[src/rtl/led_pkg.sv]
// Shared types for the LED stretcher bank: channel mode encoding and a helper
// that pulls one channel's mode field out of the packed mode bus.
package led_pkg;

  localparam int LED_MODE_W   = 2;
  localparam int MAX_CHANNELS = 32;
  localparam int MODE_BUS_W   = LED_MODE_W * MAX_CHANNELS;

  typedef enum logic [LED_MODE_W-1:0] {
    MODE_OFF     = 2'd0,
    MODE_STRETCH = 2'd1,
    MODE_LATCH   = 2'd2,
    MODE_BLINK   = 2'd3
  } led_mode_t;

  // The bus is passed zero-extended to the maximum channel count.
  function automatic led_mode_t chan_mode(input logic [MODE_BUS_W-1:0] bus,
                                          input int unsigned idx);
    return led_mode_t'(bus[LED_MODE_W*idx +: LED_MODE_W]);
  endfunction

endpackage

[src/rtl/led_stretch_chan.sv]
// One LED channel: hold counter, latch bit and mode decode. Produces the
// next-cycle LED value; the parent registers it.
module led_stretch_chan
  import led_pkg::*;
#(
  parameter int                    TIMER_BITS = 15,
  parameter logic [TIMER_BITS-1:0] HOLD_V     = '1
) (
  input  logic                  clk,
  input  logic                  nrst,
  input  logic                  d,
  input  logic                  clr,
  input  logic [LED_MODE_W-1:0] mode,
  input  logic                  blink_phase,
  input  logic                  lamp_active,
  output logic                  q_next
);

  logic [TIMER_BITS-1:0] cnt_q, cnt_d;
  logic                  latch_q, latch_d;
  led_mode_t             mode_e;

  assign mode_e = led_mode_t'(mode);

  // OFF leaves the zero defaults in place, wiping both pieces of state.
  always_comb begin
    cnt_d   = '0;
    latch_d = 1'b0;
    q_next  = 1'b0;
    if (mode_e != MODE_OFF) begin
      if (d) begin
        cnt_d = HOLD_V;
      end else if (cnt_q != '0) begin
        cnt_d = cnt_q - TIMER_BITS'(1);
      end
      latch_d = latch_q;
      if (mode_e == MODE_LATCH) begin
        if (d) begin
          latch_d = 1'b1;
        end else if (clr) begin
          latch_d = 1'b0;
        end
      end
    end
    case (mode_e)
      MODE_STRETCH: q_next = (cnt_d != '0);
      MODE_LATCH:   q_next = latch_d;
      MODE_BLINK:   q_next = (cnt_d != '0) && !blink_phase;
      default:      q_next = 1'b0;
    endcase
    if (lamp_active) begin
      q_next = 1'b1;
    end
  end

  always_ff @(posedge clk) begin
    if (!nrst) begin
      cnt_q   <= '0;
      latch_q <= 1'b0;
    end else begin
      cnt_q   <= cnt_d;
      latch_q <= latch_d;
    end
  end

endmodule

[src/rtl/led_stretch_bank.sv]
// Multi-channel LED pulse stretcher with shared blink prescaler and a
// post-reset lamp test. Outputs are active-high LED-on.
module led_stretch_bank
  import led_pkg::*;
#(
  parameter int CHANNELS   = 8,
  parameter int TIMER_BITS = 15,
  parameter int HOLD       = 2**TIMER_BITS - 1,
  parameter int BLINK_BITS = 12,
  parameter int LAMP_TEST  = 1
) (
  input  logic                       clk,
  input  logic                       nrst,
  input  logic [CHANNELS-1:0]        d,
  input  logic [LED_MODE_W*CHANNELS-1:0] mode,
  input  logic [CHANNELS-1:0]        clr,
  output logic [CHANNELS-1:0]        q
);

  localparam logic [TIMER_BITS-1:0] HOLD_V    = TIMER_BITS'(HOLD);
  localparam logic [TIMER_BITS-1:0] LAMP_INIT = (LAMP_TEST != 0) ? HOLD_V : '0;

  if (HOLD < 1 || longint'(HOLD) >= (64'sd1 <<< TIMER_BITS)) begin : g_bad_hold
    $error("led_stretch_bank: HOLD out of range for TIMER_BITS");
  end
  if (CHANNELS < 1 || CHANNELS > MAX_CHANNELS) begin : g_bad_channels
    $error("led_stretch_bank: CHANNELS out of range");
  end

  logic [BLINK_BITS-1:0] presc_q, presc_d;
  logic [TIMER_BITS-1:0] lamp_q, lamp_d;
  logic [CHANNELS-1:0]   q_q, q_d;
  logic [MODE_BUS_W-1:0] mode_ext;
  logic                  blink_phase;
  logic                  lamp_active;

  assign mode_ext = MODE_BUS_W'(mode);

  // Lamp activity and blink phase both look at the post-edge values so that
  // the registered q reflects the state the same edge produces.
  always_comb begin
    presc_d = presc_q + BLINK_BITS'(1);
    lamp_d  = '0;
    if (lamp_q != '0) begin
      lamp_d = lamp_q - TIMER_BITS'(1);
    end
    blink_phase = presc_d[BLINK_BITS-1];
    lamp_active = (lamp_d != '0);
  end

  for (genvar i = 0; i < CHANNELS; i++) begin : g_chan
    led_stretch_chan #(
      .TIMER_BITS (TIMER_BITS),
      .HOLD_V     (HOLD_V)
    ) u_chan (
      .clk         (clk),
      .nrst        (nrst),
      .d           (d[i]),
      .clr         (clr[i]),
      .mode        (chan_mode(mode_ext, i)),
      .blink_phase (blink_phase),
      .lamp_active (lamp_active),
      .q_next      (q_d[i])
    );
  end

  always_ff @(posedge clk) begin
    if (!nrst) begin
      presc_q <= '0;
      lamp_q  <= LAMP_INIT;
      q_q     <= '1;
    end else begin
      presc_q <= presc_d;
      lamp_q  <= lamp_d;
      q_q     <= q_d;
    end
  end

  assign q = q_q;

endmodule

[config.mk]
export PLATFORM = sky130hd
export DESIGN_NAME = led_stretch_bank
export DESIGN_NICKNAME = d
export VERILOG_FILES = /design/src/rtl/led_pkg.sv /design/src/rtl/led_stretch_chan.sv /design/src/rtl/led_stretch_bank.sv
export SDC_FILE = /design/constraint.sdc
export NUM_CORES = 1
export LEC_CHECK = 0
export BUFFER_PORTS_ARGS = -buffer_cell sky130_fd_sc_hd__buf_2
export CAP_MARGIN = 20
export CORE_MARGIN = 4
export CORE_UTILIZATION = 24
export CTS_CLUSTER_DIAMETER = 80
export DETAILED_ROUTE_END_ITERATION = 6
export HOLD_SLACK_MARGIN = 0.1
export SLEW_MARGIN = 30
export SYNTH_ARGS = -nofsm -noshare
export SYNTH_HDL_FRONTEND = slang
export SYNTH_HIERARCHICAL = 1
export SYNTH_SLANG_ARGS = --single-unit
[constraint.sdc]
create_clock -name clk -period 5.8 [get_ports clk]
set_input_delay 0.87 -clock clk [delete_from_list [all_inputs] [get_ports clk]]
set_output_delay 0.87 -clock clk [all_outputs]
set_load 0.005 [all_outputs]
# == Word level (Yosys, flattened, before mapping) ==
# Index checks and enable logic that the tools add are counted.
# op_classes
addsub,10
n_mul,0
div,0
magnitude_cmp,0
n_eq_ne,24
n_shift,0
n_mux,65
bitwise,1
reduce_logical,36
# op_table
cell,n
$mux 15,25
$reduce_bool 15->1,18
$sub 15x1->15 const B,9
$eq 2x2->1 const B,16
$mux 1,32
$pmux 1 s3,8
$eq 2x1->1 const B,8
$reduce_bool 2->1,8
$add 12x1->12 const B,1
$logic_and 1x1->1,8
$reduce_or 2->1,1
$logic_not 1->1,1
$not 1->1,1
# totals
regBits,163
latchBits,0
mem_bits_rw,0
romBits,0
in_bits,34
out_inout_bits,8
wordCells,155
memories,0

# == Longest topological paths before layout ==
# Gate-level depths: netlist of run 1.
# depth
depth_word,7
mapped_depth,12
mapped_depth_nobuf,12

# == Hierarchy ==
# Netlist of run 1, hierarchy kept.
# by_module_without_submodules
module,n_inst,cells_per_inst,area_per_inst_um2,seq_area_each_um2
led_stretch_chan,8,142,1082.3,320.3
led_stretch_bank,1,172,1619.1,700.7

# == Worst setup path before layout of run 1 ==
# No wires, ideal clock.
# synth_path
path_type,reg-to-reg
from,register lamp_q[3]
to,register q_q[4] (netlist: q[4])
setup_ns,0.122
arrival_time_ns,3.206
required_time_ns,5.678
slack_ns,2.472
stages_incl_launch_ff,12
n_path_buf,1
cell_sequence,dfxtp_1 -> buf_6 -> or4_4 -> nor3_1 -> xor2_1 -> a2111oi_0 -> o2111ai_1 -> a311oi_1 -> a32oi_1 -> nor4_1 -> a41oi_2 -> nand2b_1
# synth_between
elab_chain_len,4
elab_cells_between_ends,5
# synth_lines
element,line_no,text
"start, declared",led_stretch_bank.sv:31,"logic [TIMER_BITS-1:0] lamp_q, lamp_d;"
"start signal, assigned",led_stretch_bank.sv:74,lamp_q <= lamp_d;
$sub 15x1->15 or $reduce_bool 15->1 (tied branches),"led_stretch_bank.sv:45, led_stretch_bank.sv:44",
$mux 15 *,led_stretch_bank.sv:44,if (lamp_q != '0) begin
$reduce_bool 15->1 *,led_stretch_bank.sv:48,lamp_active = (lamp_d != '0);
via lamp_active,led_stretch_bank.sv:35,logic lamp_active;
$reduce_or 2->1 (no source line) *,-,
"end signal, assigned",led_stretch_bank.sv:75,q_q <= q_d;
"end, declared",led_stretch_bank.sv:32,"logic [CHANNELS-1:0] q_q, q_d;"
# The timed path passes the listed nets; every way through them passes the cells marked *.
# A chain may end at the register's enable or synchronous reset.

# == Worst setup path after layout of run 1 ==
# layout_path
from,register lamp_q[3]
to,register q_q[5] (netlist: q[5])
# Same word-level chain as after synthesis.

==> metrics.yaml, run 1 <==
setup_viol: 0
post_cts_buffers: 0
synth-edff-count: 0
netlist_area_sq_um: 10300
diodes: 0
ys.flop_type: "dfxtp_1"
clk_pin_slew_ns: 0.07
hpwl_um: 17800
cts_tree: "built"
peakVddDrop_mv: 0.190
ant_nets: 0
synth_area_per_cell_sq_um: 7.86
instances_no_fill: 1841
grt_pass1_vias: 8939
post-route-drc-count: 0
ys_warn_count: 6
holdBufCountCts: 0
clock_sinks: 163
synth_nets: 1361
worstSetupStartpointType: "flip-flop"
worst_pin_slew_ns: 0.902
tns_ns: 0
design.die.area_sq_um: 46200
hold_slack_ns: 0.445
clkLatencyLatePin_ns: 0.43
cp-end-kind: "flip-flop"
pwr_density_cell_nw_per_um2: 283
grt_overflow_total: 0
critical_path_class: "reg2reg"
fmax_ghz: 0.274
drtIter0Drc: 635
fp.dieW_um: 215
seq_area_frac_synth: 0.318
cts_resized: 0
post_drt_wl_per_cell_um: 13.9
synth_cells: 1308
min_period_ns: 3.64
final_hold_viol_count: 0
gp_congestion: 0.862
outcome: "finished clean"
rows: 75
post-route-period-util: 0.628
worstPathRequired_ns: 6.11
crit_fanout: 18
clock-skew-final_ns: 0.00888
cts_buffers: 17
nNetsFinal: 1342
grt_max_degree: 28
vias: 9424
start_util: 0.244
gr-usage-all-layers: 0.110
clk_path_buf_depth: 2
final_cell_mix: "nor2_1 (224), dfxtp_1 (163), a21oi_1 (93)"
drtPass1Iterations: 5
die_height_um: 215
async_reset_ff_frac: 0
fillers: 4465
rsz0062_at_grt: "false"
via_per_inst: 5.12
relSlewSlack: 0.396
ys_seq_elements: 163
cts_max_level: 4
leakage_nw: 4.16
maxSlewViolCount: 0
cts-root-buf: "clkbuf_16"
io_pins: 42
wl_um: 25700
portBuffers: 41
synth.distinct_cells: 65
grt_pass1_wl_um: 43900
hold_class: "reg2reg"
area_delta_synth_final_pct: 11.6
drive_gt1_frac: 0.114
worstPathArrival_ns: 3.95
core_sq_um: 42100
final_common_cell: "nor2_1"
antenna_found_initial: 1
max_cap_viol_count: 0
placed_cells: 1809
==> synthesized netlist by cell type, types with 9 or more instances <==
cell / instances / share of area
or4_1: 9 / 0.0066
nand2_1: 50 / 0.018
nor3b_1: 10 / 0.0073
o21ai_0: 35 / 0.017
a21boi_0: 9 / 0.0066
buf_6: 10 / 0.011
inv_1: 44 / 0.016
nand2b_1: 9 / 0.0055
nor2_1: 224 / 0.082
nand4_1: 37 / 0.023
nor4_1: 25 / 0.015
xor2_1: 30 / 0.026
nand3_1: 39 / 0.019
and2_1: 11 / 0.0067
or3_1: 16 / 0.0097
clkbuf_1: 51 / 0.019
xnor2_1: 51 / 0.043
a21o_1: 16 / 0.012
or4_4: 18 / 0.020
nor2b_1: 17 / 0.010
ha_1: 19 / 0.023
a21boi_1: 24 / 0.018
buf_2: 9 / 0.0044
o22ai_1: 24 / 0.015
a211oi_1: 16 / 0.012
dfxtp_1: 163 / 0.32
nor4b_1: 10 / 0.0085
nor3_1: 52 / 0.025
nor3b_2: 9 / 0.011
or2_2: 9 / 0.0055
a21oi_1: 93 / 0.045
nor4_2: 9 / 0.011
a31oi_1: 25 / 0.015
a32oi_1: 16 / 0.014
==> registers in the layout, summed over array words and instances (netlist names) <==
register,flops
g_chan.u_chan/cnt_q,120
q,8
presc_q,12
g_chan.u_chan/latch_q,8
lamp_q,15
==> path summary, 6_finish.rpt <==
| kind | start | end | slack, ns | cells past startpoint |
|---|---|---|---|---|
| max | lamp_q[3] | q[5] | 2.16 | 11 |
| max reg2reg | lamp_q[3] | q[5] | 2.16 | 11 |
| min reg2reg | presc_q[0] | presc_q[0] | 0.44 | 1 |
| min | presc_q[0] | presc_q[0] | 0.44 | 1 |
==> per-stage QoR <==
step	total power, W	util	cell area [sq um]	worst slack, ns
finish	0.00324	0.272	11500	2.16
detailed placement	0.00201	0.257	10800	2.18
CTS	0.00328	0.272	11500	2.15
floorplan	0.00188	-	10300	2.47
global placement	0.00200	0.256	10800	2.24
global route	0.00344	0.272	11500	1.83
==> layer usage <==
metal,GRT usage,wire length [um]
met5,0,0
met1,0.145,12400
met4,0.0361,389
met2,0.183,12100
met3,0.0196,855
==> final cells by class <==
class,instances,area (sq um),share of cell area
inverters,44,165,0.0144
repair buffers,43,220,0.0192
well taps,539,674,0.0588
multi-input cells,1020,6500,0.567
clock inverters,10,179,0.0156
clock buffers,22,464,0.0405
flip-flops and latches,163,3260,0.285
==> critical path: stages (launching register included) <==
cell and delay (ns):
dfxtp_1 0.40, or4_4 0.62, nor3_1 0.20, xor2_1 0.11, a2111oi_0 0.55, o2111ai_2 0.32
buf_4 0.33, a311oi_1 0.29, a32oi_1 0.08, nor4_1 0.30, a41oi_2 0.15, nand2b_1 0.16
==> report_power, final <==
part | internal (W) | switching (W)
Sequential | 0.00120 | 0.000135
Clock | 0.000785 | 0.000461
Combinational | 0.000279 | 0.000380
Total | 0.00227 | 0.000976
==> logic make-up after synthesis <==
group                      Yosys count  synth area share
buffers and inverters              125            0.0550
xor gates and xnor gates            81            0.0690
adders and majority gates           19            0.0231
muxes                                1          0.000974
and+or+nand+nor                    588             0.313
DFF                                163             0.318
AOI/OAI and AO/OA                  331             0.222
(Power assumes the default switching activity.)
==> run 2, diff against run 1 <==
==> constraint.sdc (replaced) <==
create_clock -name clk -period 3.74 [get_ports clk]
set_input_delay 0.561 -clock clk [delete_from_list [all_inputs] [get_ports clk]]
set_output_delay 0.561 -clock clk [all_outputs]
set_load 0.005 [all_outputs]
==> run 2 against run 1 <==
Hold slack worse by 0.0092 ns. Utilization hardly changed. Routed wire length is 0.22% lower. Global-route usage hardly changed. Clock power is 42% higher. Register-to-register slack worse by 1.8 ns. Maximum frequency is 6.8% higher. Power is 50% higher. Flip-flop and latch count stayed put. Non-clock buffer count is 4 higher. First-iteration DRC count is 1.4% lower. Highest routed layer is now met5.
==> metrics.yaml, run 2 (synthesis gave the netlist of run 1 again) <==
gr-usage-all-layers: 0.110  # -0.000248
tns_ns: 0  # unchanged
drive_gt1_frac: 0.118  # +0.00425
cts_max_level: 4  # unchanged
worstPathRequired_ns: 4.07  # -2.04 ns
hold_slack_ns: 0.436  # -0.00916 ns
final_common_cell: "nor2_1"
grt_max_degree: 43  # +54%
fp.dieW_um: 215  # unchanged
clock_sinks: 163  # unchanged
rsz0062_at_grt: "false"
post-route-drc-count: 0  # unchanged
r2r_cells: 11  # unchanged
min_path_cells: 3  # +2
via_per_inst: 5.11  # -0.10%
reg.largest.list: "g_chan.u_chan/cnt_q x120, lamp_q x15, presc_q x12"
post-route-period-util: 0.912  # +0.284
peakVddDrop_mv: 0.270  # +43%
die_height_um: 215  # unchanged
worst_pin_slew_ns: 0.827  # -0.0748 ns
fmax_ghz: 0.293  # +6.8%
rows: 75  # unchanged
grt_pass1_wl_um: 43500  # -1.0%
final_util: 0.272  # -0.000356
final_cell_mix: "nor2_1 (224), dfxtp_1 (163), a21oi_1 (93)"
setup_viol: 0  # unchanged
start_util: 0.244  # unchanged
dpl_cell_area_sq_um: 10900  # +0.39%
worstSetupStartpointType: "flip-flop"
wl_um: 25600  # -0.22%
min_period_ns: 3.41  # -0.233 ns
hold_class: "in2reg"
clock-skew-final_ns: 0.0135  # +0.00466 ns
hpwl_um: 18100  # +1.3%
pwr_density_cell_nw_per_um2: 426  # +51%
drtIter0Drc: 626  # -1.4%
clkLatencyLatePin_ns: 0.44  # about the same
vias: 9440  # +0.17%
critical_path_class: "reg2reg"
worstPathArrival_ns: 3.74  # -0.21 ns
grt_overflow_total: 0  # unchanged
max_cap_viol_count: 0  # unchanged
cp-end-kind: "flip-flop"
io_pins: 42  # unchanged
relSlewSlack: 0.443  # +0.0478
cts_tree: "built"
stdcell_area_sq_um: 11400  # -0.13%
largest_reg_flops: 120  # unchanged
power_w: 0.00488  # +50%
portBuffers: 41  # unchanged
clk_path_buf_depth: 2  # unchanged
core_sq_um: 42100  # unchanged
final_hold_viol_count: 0  # unchanged
post_drt_wl_per_cell_um: 13.9  # -0.49%
antenna_found_initial: 1  # unchanged
maxSlewViolCount: 0  # unchanged
outcome: "finished clean"
cts_buffers: 17  # unchanged
crit_fanout: 15  # -3
cts-root-buf: "clkbuf_16"
leakage_nw: 4.16  # -0.15%
clk_pin_slew_ns: 0.08  # about the same
ant_nets: 0  # unchanged
area_delta_synth_final_pct: 11.4
nNetsFinal: 1346  # +0.30%
gp_congestion: 0.842  # -2.4%
design.die.area_sq_um: 46200  # unchanged
grt_pass1_vias: 8731  # -2.3%
top_register: "g_chan.u_chan/cnt_q"
post_cts_buffers: 0  # unchanged
drtPass1Iterations: 5  # unchanged
run 2: cell types whose count changed in the layout (fill, tap and decap cells not counted), moves of 2 or more:
cell / previous run / this run
clkbuf_1: 3 / 0
inv_6: 0 / 8
inv_8: 0 / 3
clkinv_2: 4 / 1
bufinv_16: 5 / 1
clkbuf_8: 2 / 0
buf_4: 2 / 5
run 2: worst paths after layout:
path | to | startpoint | slack [ns]
worst max-delay path | q[1] | lamp_q[6] | 0.33
worst min register to register | presc_q[0] | presc_q[0] | 0.45
worst max register to register | q[1] | lamp_q[6] | 0.33
worst min-delay path | g_chan[1].u_chan/latch_q | mode[2] | 0.44
run 2: report_power, final:
group          switching, W  internal [W]  total, W  leakage, nW
Combinational      0.000590      0.000435   0.00102         2.52
Sequential         0.000206       0.00186   0.00207         1.35
Clock              0.000831      0.000952   0.00178        0.289
run 2: routing by layer:
layer | up-vias | track usage | wire (um)
li1 | 4763 | - | -
met1 | 4443 | 0.147 | 12300
met2 | 199 | 0.177 | 11800
met3 | 33 | 0.0229 | 1010
met4 | 2 | 0.0352 | 461
met5 | - | 0 | 13
run 2: stage by stage:
stage | instances | worst slack [ns]
after floorplan | 1308 | 0.412
after global placement | 1813 | 0.399
after detailed placement | 1813 | 0.243
after CTS | 1845 | 0.190
after global routing | 1845 | 0.0969
final | 1846 | 0.329
run 2: layout make-up:
cell class	instances	area, sq um
antenna	1	2.50
tap	539	674
inverter	44	165
timing repair buffer	47	263
multi-input combinational	1020	6490
fill	4506	30700
clock inverter	15	163
sequential	163	3260
clock buffer	17	425
run 2: critical path, cell delays in order, from the launching register on:
cell and delay [ns]:
dfxtp_1 0.38, or4_4 0.57, nor3_1 0.23, xor2_1 0.13
a2111oi_1 0.57, o2111ai_2 0.20, buf_4 0.25, a311oi_1 0.30
a32oi_1 0.08, nor4_1 0.28, a41oi_2 0.15, nand2b_1 0.16
run 2: timing repair:
item	in CTS	in global routing
hold buffers	0	0
setup endpoints to repair	0	1
hold endpoints to repair	0	0
gates resized for setup	0	1
